## src/rtl/wb_decoder_2_pkg.sv

```systemverilog
// Shared types for the two-slave Wishbone decoder.
package wb_pkg;

    localparam int unsigned WB_DEC_NSLAVES = 2;

    typedef enum logic [1:0] {
        IDLE  = 2'd0,
        BUSY0 = 2'd1,
        BUSY1 = 2'd2,
        ERR   = 2'd3
    } wb_dec_state_t;

endpackage

```

## src/rtl/wb_decoder_2_if.sv

```systemverilog
// Wishbone point-to-point bundle. Modport 'master' is the view of a port that faces a
// bus master (request in, response out); 'slave' is the view of a port facing a slave.
interface wb_intf #(
    parameter int unsigned DATA_WIDTH   = 32,
    parameter int unsigned ADDR_WIDTH   = 32,
    parameter int unsigned SELECT_WIDTH = DATA_WIDTH / 8
);
    logic [ADDR_WIDTH-1:0]   adr;
    logic [DATA_WIDTH-1:0]   dat_w;   // master to slave
    logic [DATA_WIDTH-1:0]   dat_r;   // slave to master
    logic                    we;
    logic [SELECT_WIDTH-1:0] sel;
    logic                    stb;
    logic                    cyc;
    logic                    ack;
    logic                    err;
    logic                    rty;

    modport master (
        input  adr, dat_w, we, sel, stb, cyc,
        output dat_r, ack, err, rty
    );

    modport slave (
        output adr, dat_w, we, sel, stb, cyc,
        input  dat_r, ack, err, rty
    );
endinterface

```

## src/rtl/wb_decoder_2_watchdog.sv

```systemverilog
// Busy-cycle watchdog for the decoder; only built when WB_DECODER_TIMEOUT_EN is defined.
`ifdef WB_DECODER_TIMEOUT_EN
module wb_watchdog #(
    parameter int unsigned TIMEOUT = 256
) (
    input  logic clk,
    input  logic rst_n,
    input  logic clr,
    input  logic run,
    output logic expired
);
    localparam int unsigned CW = (TIMEOUT > 2) ? $clog2(TIMEOUT) : 1;

    logic [CW-1:0] r_cnt;

    // Count unterminated busy cycles; held at zero whenever no transfer is active.
    always_ff @(posedge clk) begin
        if (!rst_n || clr) begin
            r_cnt <= '0;
        end else if (run) begin
            r_cnt <= r_cnt + 1'b1;
        end
    end

    assign expired = (r_cnt == CW'(TIMEOUT - 1));
endmodule
`endif

```

## src/rtl/wb_decoder_2.sv

```systemverilog
// Two-slave Wishbone address decoder with registered slave selection.
// Optional busy watchdog enabled by defining WB_DECODER_TIMEOUT_EN.
module wb_decoder_2
    import wb_pkg::*;
#(
    parameter int unsigned           DATA_WIDTH   = 32,
    parameter int unsigned           ADDR_WIDTH   = 32,
    parameter int unsigned           SELECT_WIDTH = DATA_WIDTH / 8,
    parameter logic [ADDR_WIDTH-1:0] S0_BASE      = 32'h0000_0000,
    parameter logic [ADDR_WIDTH-1:0] S0_MASK      = 32'hF000_0000,
    parameter logic [ADDR_WIDTH-1:0] S1_BASE      = 32'h1000_0000,
    parameter logic [ADDR_WIDTH-1:0] S1_MASK      = 32'hF000_0000,
    parameter int unsigned           TIMEOUT      = 256
) (
    input  logic    clk,
    input  logic    rst_n,
    wb_intf.master  wbm,
    wb_intf.slave   wbs0,
    wb_intf.slave   wbs1
);
    localparam logic [DATA_WIDTH-1:0]   DAT_ZERO = '0;
    localparam logic [SELECT_WIDTH-1:0] SEL_ZERO = '0;

    if (TIMEOUT < 2) begin : g_bad_timeout
        $error("wb_decoder_2: TIMEOUT must be at least 2");
    end

    wb_dec_state_t               r_state;
    wb_dec_state_t               w_state_nxt;
    logic [WB_DEC_NSLAVES-1:0]   w_hit;
    logic                        w_req;
    logic                        w_term0;
    logic                        w_term1;
    logic                        w_expired;

    assign w_hit[0] = ((wbm.adr & S0_MASK) == S0_BASE);
    assign w_hit[1] = ((wbm.adr & S1_MASK) == S1_BASE);
    assign w_req    = wbm.cyc & wbm.stb;
    assign w_term0  = wbs0.ack | wbs0.err | wbs0.rty;
    assign w_term1  = wbs1.ack | wbs1.err | wbs1.rty;

`ifdef WB_DECODER_TIMEOUT_EN
    logic w_busy;
    logic w_run;

    assign w_busy = (r_state == BUSY0) || (r_state == BUSY1);
    assign w_run  = ((r_state == BUSY0) && !w_term0) || ((r_state == BUSY1) && !w_term1);

    wb_watchdog #(
        .TIMEOUT (TIMEOUT)
    ) u_watchdog (
        .clk     (clk),
        .rst_n   (rst_n),
        .clr     (!w_busy),
        .run     (w_run),
        .expired (w_expired)
    );
`else
    assign w_expired = 1'b0;
`endif

    // State register with synchronous active-low reset.
    always_ff @(posedge clk) begin
        if (!rst_n) begin
            r_state <= IDLE;
        end else begin
            r_state <= w_state_nxt;
        end
    end

    // Next state: decode on request, leave busy on termination, abort or watchdog expiry.
    always_comb begin
        w_state_nxt = r_state;
        unique case (r_state)
            IDLE: begin
                if (w_req) begin
                    if (w_hit[0])      w_state_nxt = BUSY0;
                    else if (w_hit[1]) w_state_nxt = BUSY1;
                    else               w_state_nxt = ERR;
                end
            end
            BUSY0: begin
                if (w_term0 || !wbm.cyc) w_state_nxt = IDLE;
                else if (w_expired)      w_state_nxt = ERR;
            end
            BUSY1: begin
                if (w_term1 || !wbm.cyc) w_state_nxt = IDLE;
                else if (w_expired)      w_state_nxt = ERR;
            end
            ERR: w_state_nxt = IDLE;
        endcase
    end

    // Bus routing: only the selected slave is driven; responses come from it alone.
    always_comb begin
        wbm.dat_r  = DAT_ZERO;
        wbm.ack    = 1'b0;
        wbm.err    = 1'b0;
        wbm.rty    = 1'b0;
        wbs0.adr   = '0;
        wbs0.dat_w = DAT_ZERO;
        wbs0.we    = 1'b0;
        wbs0.sel   = SEL_ZERO;
        wbs0.stb   = 1'b0;
        wbs0.cyc   = 1'b0;
        wbs1.adr   = '0;
        wbs1.dat_w = DAT_ZERO;
        wbs1.we    = 1'b0;
        wbs1.sel   = SEL_ZERO;
        wbs1.stb   = 1'b0;
        wbs1.cyc   = 1'b0;
        unique case (r_state)
            IDLE: ;
            BUSY0: begin
                wbs0.adr   = wbm.adr;
                wbs0.dat_w = wbm.dat_w;
                wbs0.we    = wbm.we;
                wbs0.sel   = wbm.sel;
                wbs0.stb   = wbm.stb;
                wbs0.cyc   = wbm.cyc;
                wbm.dat_r  = wbs0.dat_r;
                wbm.ack    = wbs0.ack;
                wbm.err    = wbs0.err;
                wbm.rty    = wbs0.rty;
            end
            BUSY1: begin
                wbs1.adr   = wbm.adr;
                wbs1.dat_w = wbm.dat_w;
                wbs1.we    = wbm.we;
                wbs1.sel   = wbm.sel;
                wbs1.stb   = wbm.stb;
                wbs1.cyc   = wbm.cyc;
                wbm.dat_r  = wbs1.dat_r;
                wbm.ack    = wbs1.ack;
                wbm.err    = wbs1.err;
                wbm.rty    = wbs1.rty;
            end
            ERR: wbm.err = 1'b1;
        endcase
    end
endmodule
```

## src/flat_wrapper.sv

```systemverilog
// flat-port wrapper written by rule: the top's interface ports become plain ports
module wb_decoder_2_flat import wb_pkg::*;
#(
    parameter int unsigned           DATA_WIDTH   = 32,
    parameter int unsigned           ADDR_WIDTH   = 32,
    parameter int unsigned           SELECT_WIDTH = DATA_WIDTH / 8,
    parameter logic [ADDR_WIDTH-1:0] S0_BASE      = 32'h0000_0000,
    parameter logic [ADDR_WIDTH-1:0] S0_MASK      = 32'hF000_0000,
    parameter logic [ADDR_WIDTH-1:0] S1_BASE      = 32'h1000_0000,
    parameter logic [ADDR_WIDTH-1:0] S1_MASK      = 32'hF000_0000,
    parameter int unsigned           TIMEOUT      = 256
)
  (clk, rst_n, wbm_adr, wbm_dat_w, wbm_we, wbm_sel, wbm_stb, wbm_cyc, wbm_dat_r, wbm_ack, wbm_err, wbm_rty, wbs0_adr, wbs0_dat_w, wbs0_we, wbs0_sel, wbs0_stb, wbs0_cyc, wbs0_dat_r, wbs0_ack, wbs0_err, wbs0_rty, wbs1_adr, wbs1_dat_w, wbs1_we, wbs1_sel, wbs1_stb, wbs1_cyc, wbs1_dat_r, wbs1_ack, wbs1_err, wbs1_rty);
  wb_intf #(.DATA_WIDTH(DATA_WIDTH), .ADDR_WIDTH(ADDR_WIDTH), .SELECT_WIDTH(SELECT_WIDTH)) wbm_i ();
  wb_intf #(.DATA_WIDTH(DATA_WIDTH), .ADDR_WIDTH(ADDR_WIDTH), .SELECT_WIDTH(SELECT_WIDTH)) wbs0_i ();
  wb_intf #(.DATA_WIDTH(DATA_WIDTH), .ADDR_WIDTH(ADDR_WIDTH), .SELECT_WIDTH(SELECT_WIDTH)) wbs1_i ();
  input  logic clk;
  input  logic rst_n;
  input wire logic [$bits(wbm_i.adr)-1:0] wbm_adr;
  input wire logic [$bits(wbm_i.dat_w)-1:0] wbm_dat_w;
  input wire logic [$bits(wbm_i.we)-1:0] wbm_we;
  input wire logic [$bits(wbm_i.sel)-1:0] wbm_sel;
  input wire logic [$bits(wbm_i.stb)-1:0] wbm_stb;
  input wire logic [$bits(wbm_i.cyc)-1:0] wbm_cyc;
  output wire logic [$bits(wbm_i.dat_r)-1:0] wbm_dat_r;
  output wire logic [$bits(wbm_i.ack)-1:0] wbm_ack;
  output wire logic [$bits(wbm_i.err)-1:0] wbm_err;
  output wire logic [$bits(wbm_i.rty)-1:0] wbm_rty;
  output wire logic [$bits(wbs0_i.adr)-1:0] wbs0_adr;
  output wire logic [$bits(wbs0_i.dat_w)-1:0] wbs0_dat_w;
  output wire logic [$bits(wbs0_i.we)-1:0] wbs0_we;
  output wire logic [$bits(wbs0_i.sel)-1:0] wbs0_sel;
  output wire logic [$bits(wbs0_i.stb)-1:0] wbs0_stb;
  output wire logic [$bits(wbs0_i.cyc)-1:0] wbs0_cyc;
  input wire logic [$bits(wbs0_i.dat_r)-1:0] wbs0_dat_r;
  input wire logic [$bits(wbs0_i.ack)-1:0] wbs0_ack;
  input wire logic [$bits(wbs0_i.err)-1:0] wbs0_err;
  input wire logic [$bits(wbs0_i.rty)-1:0] wbs0_rty;
  output wire logic [$bits(wbs1_i.adr)-1:0] wbs1_adr;
  output wire logic [$bits(wbs1_i.dat_w)-1:0] wbs1_dat_w;
  output wire logic [$bits(wbs1_i.we)-1:0] wbs1_we;
  output wire logic [$bits(wbs1_i.sel)-1:0] wbs1_sel;
  output wire logic [$bits(wbs1_i.stb)-1:0] wbs1_stb;
  output wire logic [$bits(wbs1_i.cyc)-1:0] wbs1_cyc;
  input wire logic [$bits(wbs1_i.dat_r)-1:0] wbs1_dat_r;
  input wire logic [$bits(wbs1_i.ack)-1:0] wbs1_ack;
  input wire logic [$bits(wbs1_i.err)-1:0] wbs1_err;
  input wire logic [$bits(wbs1_i.rty)-1:0] wbs1_rty;
  assign wbm_i.adr = wbm_adr;
  assign wbm_i.dat_w = wbm_dat_w;
  assign wbm_i.we = wbm_we;
  assign wbm_i.sel = wbm_sel;
  assign wbm_i.stb = wbm_stb;
  assign wbm_i.cyc = wbm_cyc;
  assign wbm_dat_r = wbm_i.dat_r;
  assign wbm_ack = wbm_i.ack;
  assign wbm_err = wbm_i.err;
  assign wbm_rty = wbm_i.rty;
  assign wbs0_adr = wbs0_i.adr;
  assign wbs0_dat_w = wbs0_i.dat_w;
  assign wbs0_we = wbs0_i.we;
  assign wbs0_sel = wbs0_i.sel;
  assign wbs0_stb = wbs0_i.stb;
  assign wbs0_cyc = wbs0_i.cyc;
  assign wbs0_i.dat_r = wbs0_dat_r;
  assign wbs0_i.ack = wbs0_ack;
  assign wbs0_i.err = wbs0_err;
  assign wbs0_i.rty = wbs0_rty;
  assign wbs1_adr = wbs1_i.adr;
  assign wbs1_dat_w = wbs1_i.dat_w;
  assign wbs1_we = wbs1_i.we;
  assign wbs1_sel = wbs1_i.sel;
  assign wbs1_stb = wbs1_i.stb;
  assign wbs1_cyc = wbs1_i.cyc;
  assign wbs1_i.dat_r = wbs1_dat_r;
  assign wbs1_i.ack = wbs1_ack;
  assign wbs1_i.err = wbs1_err;
  assign wbs1_i.rty = wbs1_rty;
  wb_decoder_2 #(.DATA_WIDTH(DATA_WIDTH), .ADDR_WIDTH(ADDR_WIDTH), .SELECT_WIDTH(SELECT_WIDTH), .S0_BASE(S0_BASE), .S0_MASK(S0_MASK), .S1_BASE(S1_BASE), .S1_MASK(S1_MASK), .TIMEOUT(TIMEOUT)) u_core (.clk(clk), .rst_n(rst_n), .wbm(wbm_i), .wbs0(wbs0_i), .wbs1(wbs1_i));
endmodule
```

## config.mk

```make
export PLATFORM = sky130hd
export DESIGN_NAME = wb_decoder_2_flat
export DESIGN_NICKNAME = d
export VERILOG_FILES = /design/src/rtl/wb_decoder_2_pkg.sv /design/src/rtl/wb_decoder_2_if.sv /design/src/rtl/wb_decoder_2_watchdog.sv /design/src/rtl/wb_decoder_2.sv /design/src/flat_wrapper.sv
export SDC_FILE = /design/constraint.sdc
export NUM_CORES = 1
export LEC_CHECK = 0
export BUFFER_PORTS_ARGS = -buffer_cell sky130_fd_sc_hd__buf_2
export CAP_MARGIN = 10
export CELL_PAD_IN_SITES_DETAIL_PLACEMENT = 2
export CELL_PAD_IN_SITES_GLOBAL_PLACEMENT = 2
export CORE_MARGIN = 8
export CORE_UTILIZATION = 10
export DETAILED_ROUTE_END_ITERATION = 12
export PLACE_DENSITY = 0.94
export RECOVER_POWER = 50
export SLEW_MARGIN = 20
export SYNTH_ARGS = -nofsm -noshare
export SYNTH_HDL_FRONTEND = slang
export SYNTH_SLANG_ARGS = --single-unit
export TNS_END_PERCENT = 1
```

## constraint.sdc

```tcl
create_clock -name clk -period 3.35 [get_ports clk]
set_input_delay 0.335 -clock clk [delete_from_list [all_inputs] [get_ports clk]]
set_output_delay 0.335 -clock clk [all_outputs]
set_load 0.1 [all_outputs]
```

==> results.yml <==
status:
  status: "finished, final reports clean"
placement:
  place_area_um2: 3500
  gp_congestion: 0.756
  dp_slack_ns: 0.859
  port_buffers: 319
  dp_cells: 781
  dp_hpwl_mm: 12.6
detailed_routing:
  firstDrtPassIters: 4
  num_vias: 3069
  totalWireLength_mm: 14.2
  wire_per_inst_um: 18.1
  drc: 0
  drt_iter0_drc: 55
  vias_per_cell: 3.91
  ant_nets: 0
worst_setup_path:
  crit_path_max_fanout: 21
  worstSetupEndpointType: "primary output"
  crit_type: "register to primary output"
  crit_path_start_kind: "register"
  reg2reg_setup_slack_ns: 1.47
  cp_data_required_time_ns: 3.01
  arrival_ns: 2.56
sta:
  fin_crit_ns: 2.89
  rsz0062_at_grt: "false"
  finalClockSkew_ns: 0.00284
  max_clock_freq_mhz: 345
  tightest_slew_ns: 1.22
  fin_ws_ns: 0.455
  maxSlewViolCount: 0
  slew_headroom_pct: 19.2
  fin_crit_sh_pct: 86.4
  hold_violations: 0
  setup_viol: 0
  tns_ns: 0
floorplan:
  core_um2: 16600
  num_rows: 47
  initial_core_util_pct: 10.2
  die_x_um: 146
  io_pins: 320
  die_h_um: 146
  die-area_um2: 21400
clocking:
  numCtsBuffers: 3
  ctsHoldBuffers: 0
  clockBufferDepth: 2
  cts_setup_buffers: 0
  htree_levels: 1
  clk_latency_ns: 0.22
  clock_sinks: 2
  cts_tree: "built"
  root_buffer: "clkbuf_16"
  clk_pin_slew_ns: 0.03
  post_cts_resized: 0
logic_synthesis:
  synth_seq_cells: 2
  synth-main-ff-cell: "dfxtp_1"
  synth_most_common_cell: "and2_1"
  yosys_warnings: 0
  synthesis.instances: 263
  ys_top_cells_by_area: "and2_1, a22oi_1, nor2b_1, buf_2, ha_1"
  synth-seq-area-share_pct: 2.36
  synth_cell_type_count: 20
  synth_edf_count: 0
  postSynthAreaPerCell_um2: 6.46
  synth_top_area_share_pct: 51.9
  async_flop_share_pct: 0
  synth_commonest_cells: "and2_1, a22oi_1, nor2b_1"
  yosysTopAreaCell: "and2_1"
  synth_area_um2: 1700
  mappedNetlistNets: 411
global_routing:
  grt_overflow: 0
  grt_util_all_layers_pct: 12.3
  antenna_found_initial: 0
  first_global_vias: 3585
  grt_max_degree: 49
  grt_pass1_wl_mm: 20.9
final_layout:
  drive_gt1_share_pct: 44.5
  finalNetCount: 714
  largest_register_ffs: 2
  regMostFlops: "u_core.r_state"
  fin_cells: 784
  design_area_um2: 3480
  top_regs: "u_core.r_state: 2 flops"
  syn2layout_area_growth_pct: 105
  diodes: 0
min_path:
  holdCritPathClass: "input pin to register"
flow_run:
  cap_violations: 0
## cell families (layout without fill, tap and decap cells)
logic type / count (synthesis) / after routing / share of synthesized area [%]
AND/OR/NAND/NOR: 189 / 189 / 68.5
AO/OA/AOI/OAI: 36 / 36 / 16.3
buffers and inverters: 29 / 330 / 8.03
adder cells (fa/ha/maj): 5 / 5 / 3.68
multiplexers: 2 / 2 / 1.18
flip-flops: 2 / 2 / 2.36
## path summary, 6_finish.rpt
check / endpoint / cells past startpoint / startpoint
max: wbs0_dat_w[30] / 4 / u_core.r_state[1]
min: u_core.r_state[1] / 3 / rst_n
max reg2reg: u_core.r_state[0] / 6 / u_core.r_state[1]
min reg2reg: u_core.r_state[1] / 2 / u_core.r_state[1]
## metrics by stage
step	hold slack (ns)	util, %
2_1_floorplan	0.471	-
3_3_place_gp	0.492	21.1
3_5_place_dp	0.508	21.1
4_1_cts	0.415	21.6
5_1_grt	0.457	21.0
6_report	0.415	21.0
## critical path: stages (launching register included)
cell and delay (ns):
dfxtp_1 0.33, inv_1 0.11, ha_1 0.76, and2_1 0.24, clkbuf_1 0.89
## routing by layer
metal | wire length (um) | vias to the layer above | part of all wire [%] | GRT usage [%]
li1 | - | 1449 | - | -
met1 | 4980 | 1422 | 35 | 11.6
met2 | 7570 | 184 | 53 | 24.0
met3 | 1410 | 14 | 9.9 | 5.10
met4 | 201 | 0 | 1.4 | 2.73
met5 | 0 | - | 0 | 0
## area by class of cell
type	count	area, um^2
Sequential cell	2	40.0
Clock buffer	3	75.1
Timing Repair Buffer	325	1550
Fill cell	2108	13100
Inverter	2	7.51
Tap cell	220	275
Multi-Input combinational cell	232	1530
## placed cells by master (no fill, tap or decap)
cell	synthesis	final
buf_2	13	232
and2_1	141	140
clkbuf_1	12	81
a22oi_1	34	34
nor2b_1	34	34
clkbuf_2	0	6
nand2_1	5	5
buf_4	1	5
ha_1	5	4
nor3_1	3	3
clkbuf_16	0	3
inv_1	2	2
nand3_1	2	2
mux2i_1	2	2
dfxtp_1	2	2
a221oi_1	1	1
nor2_1	1	1
and2_4	1	1
and2_0	0	1
nand2b_1	1	1
a22oi_2	1	1
nand2_2	1	1
ha_2	0	1
buf_12	0	1
Power is left out: the tool's default activity adds up to more than one toggle a clock period on the data nets, which glitch-free logic cannot reach.
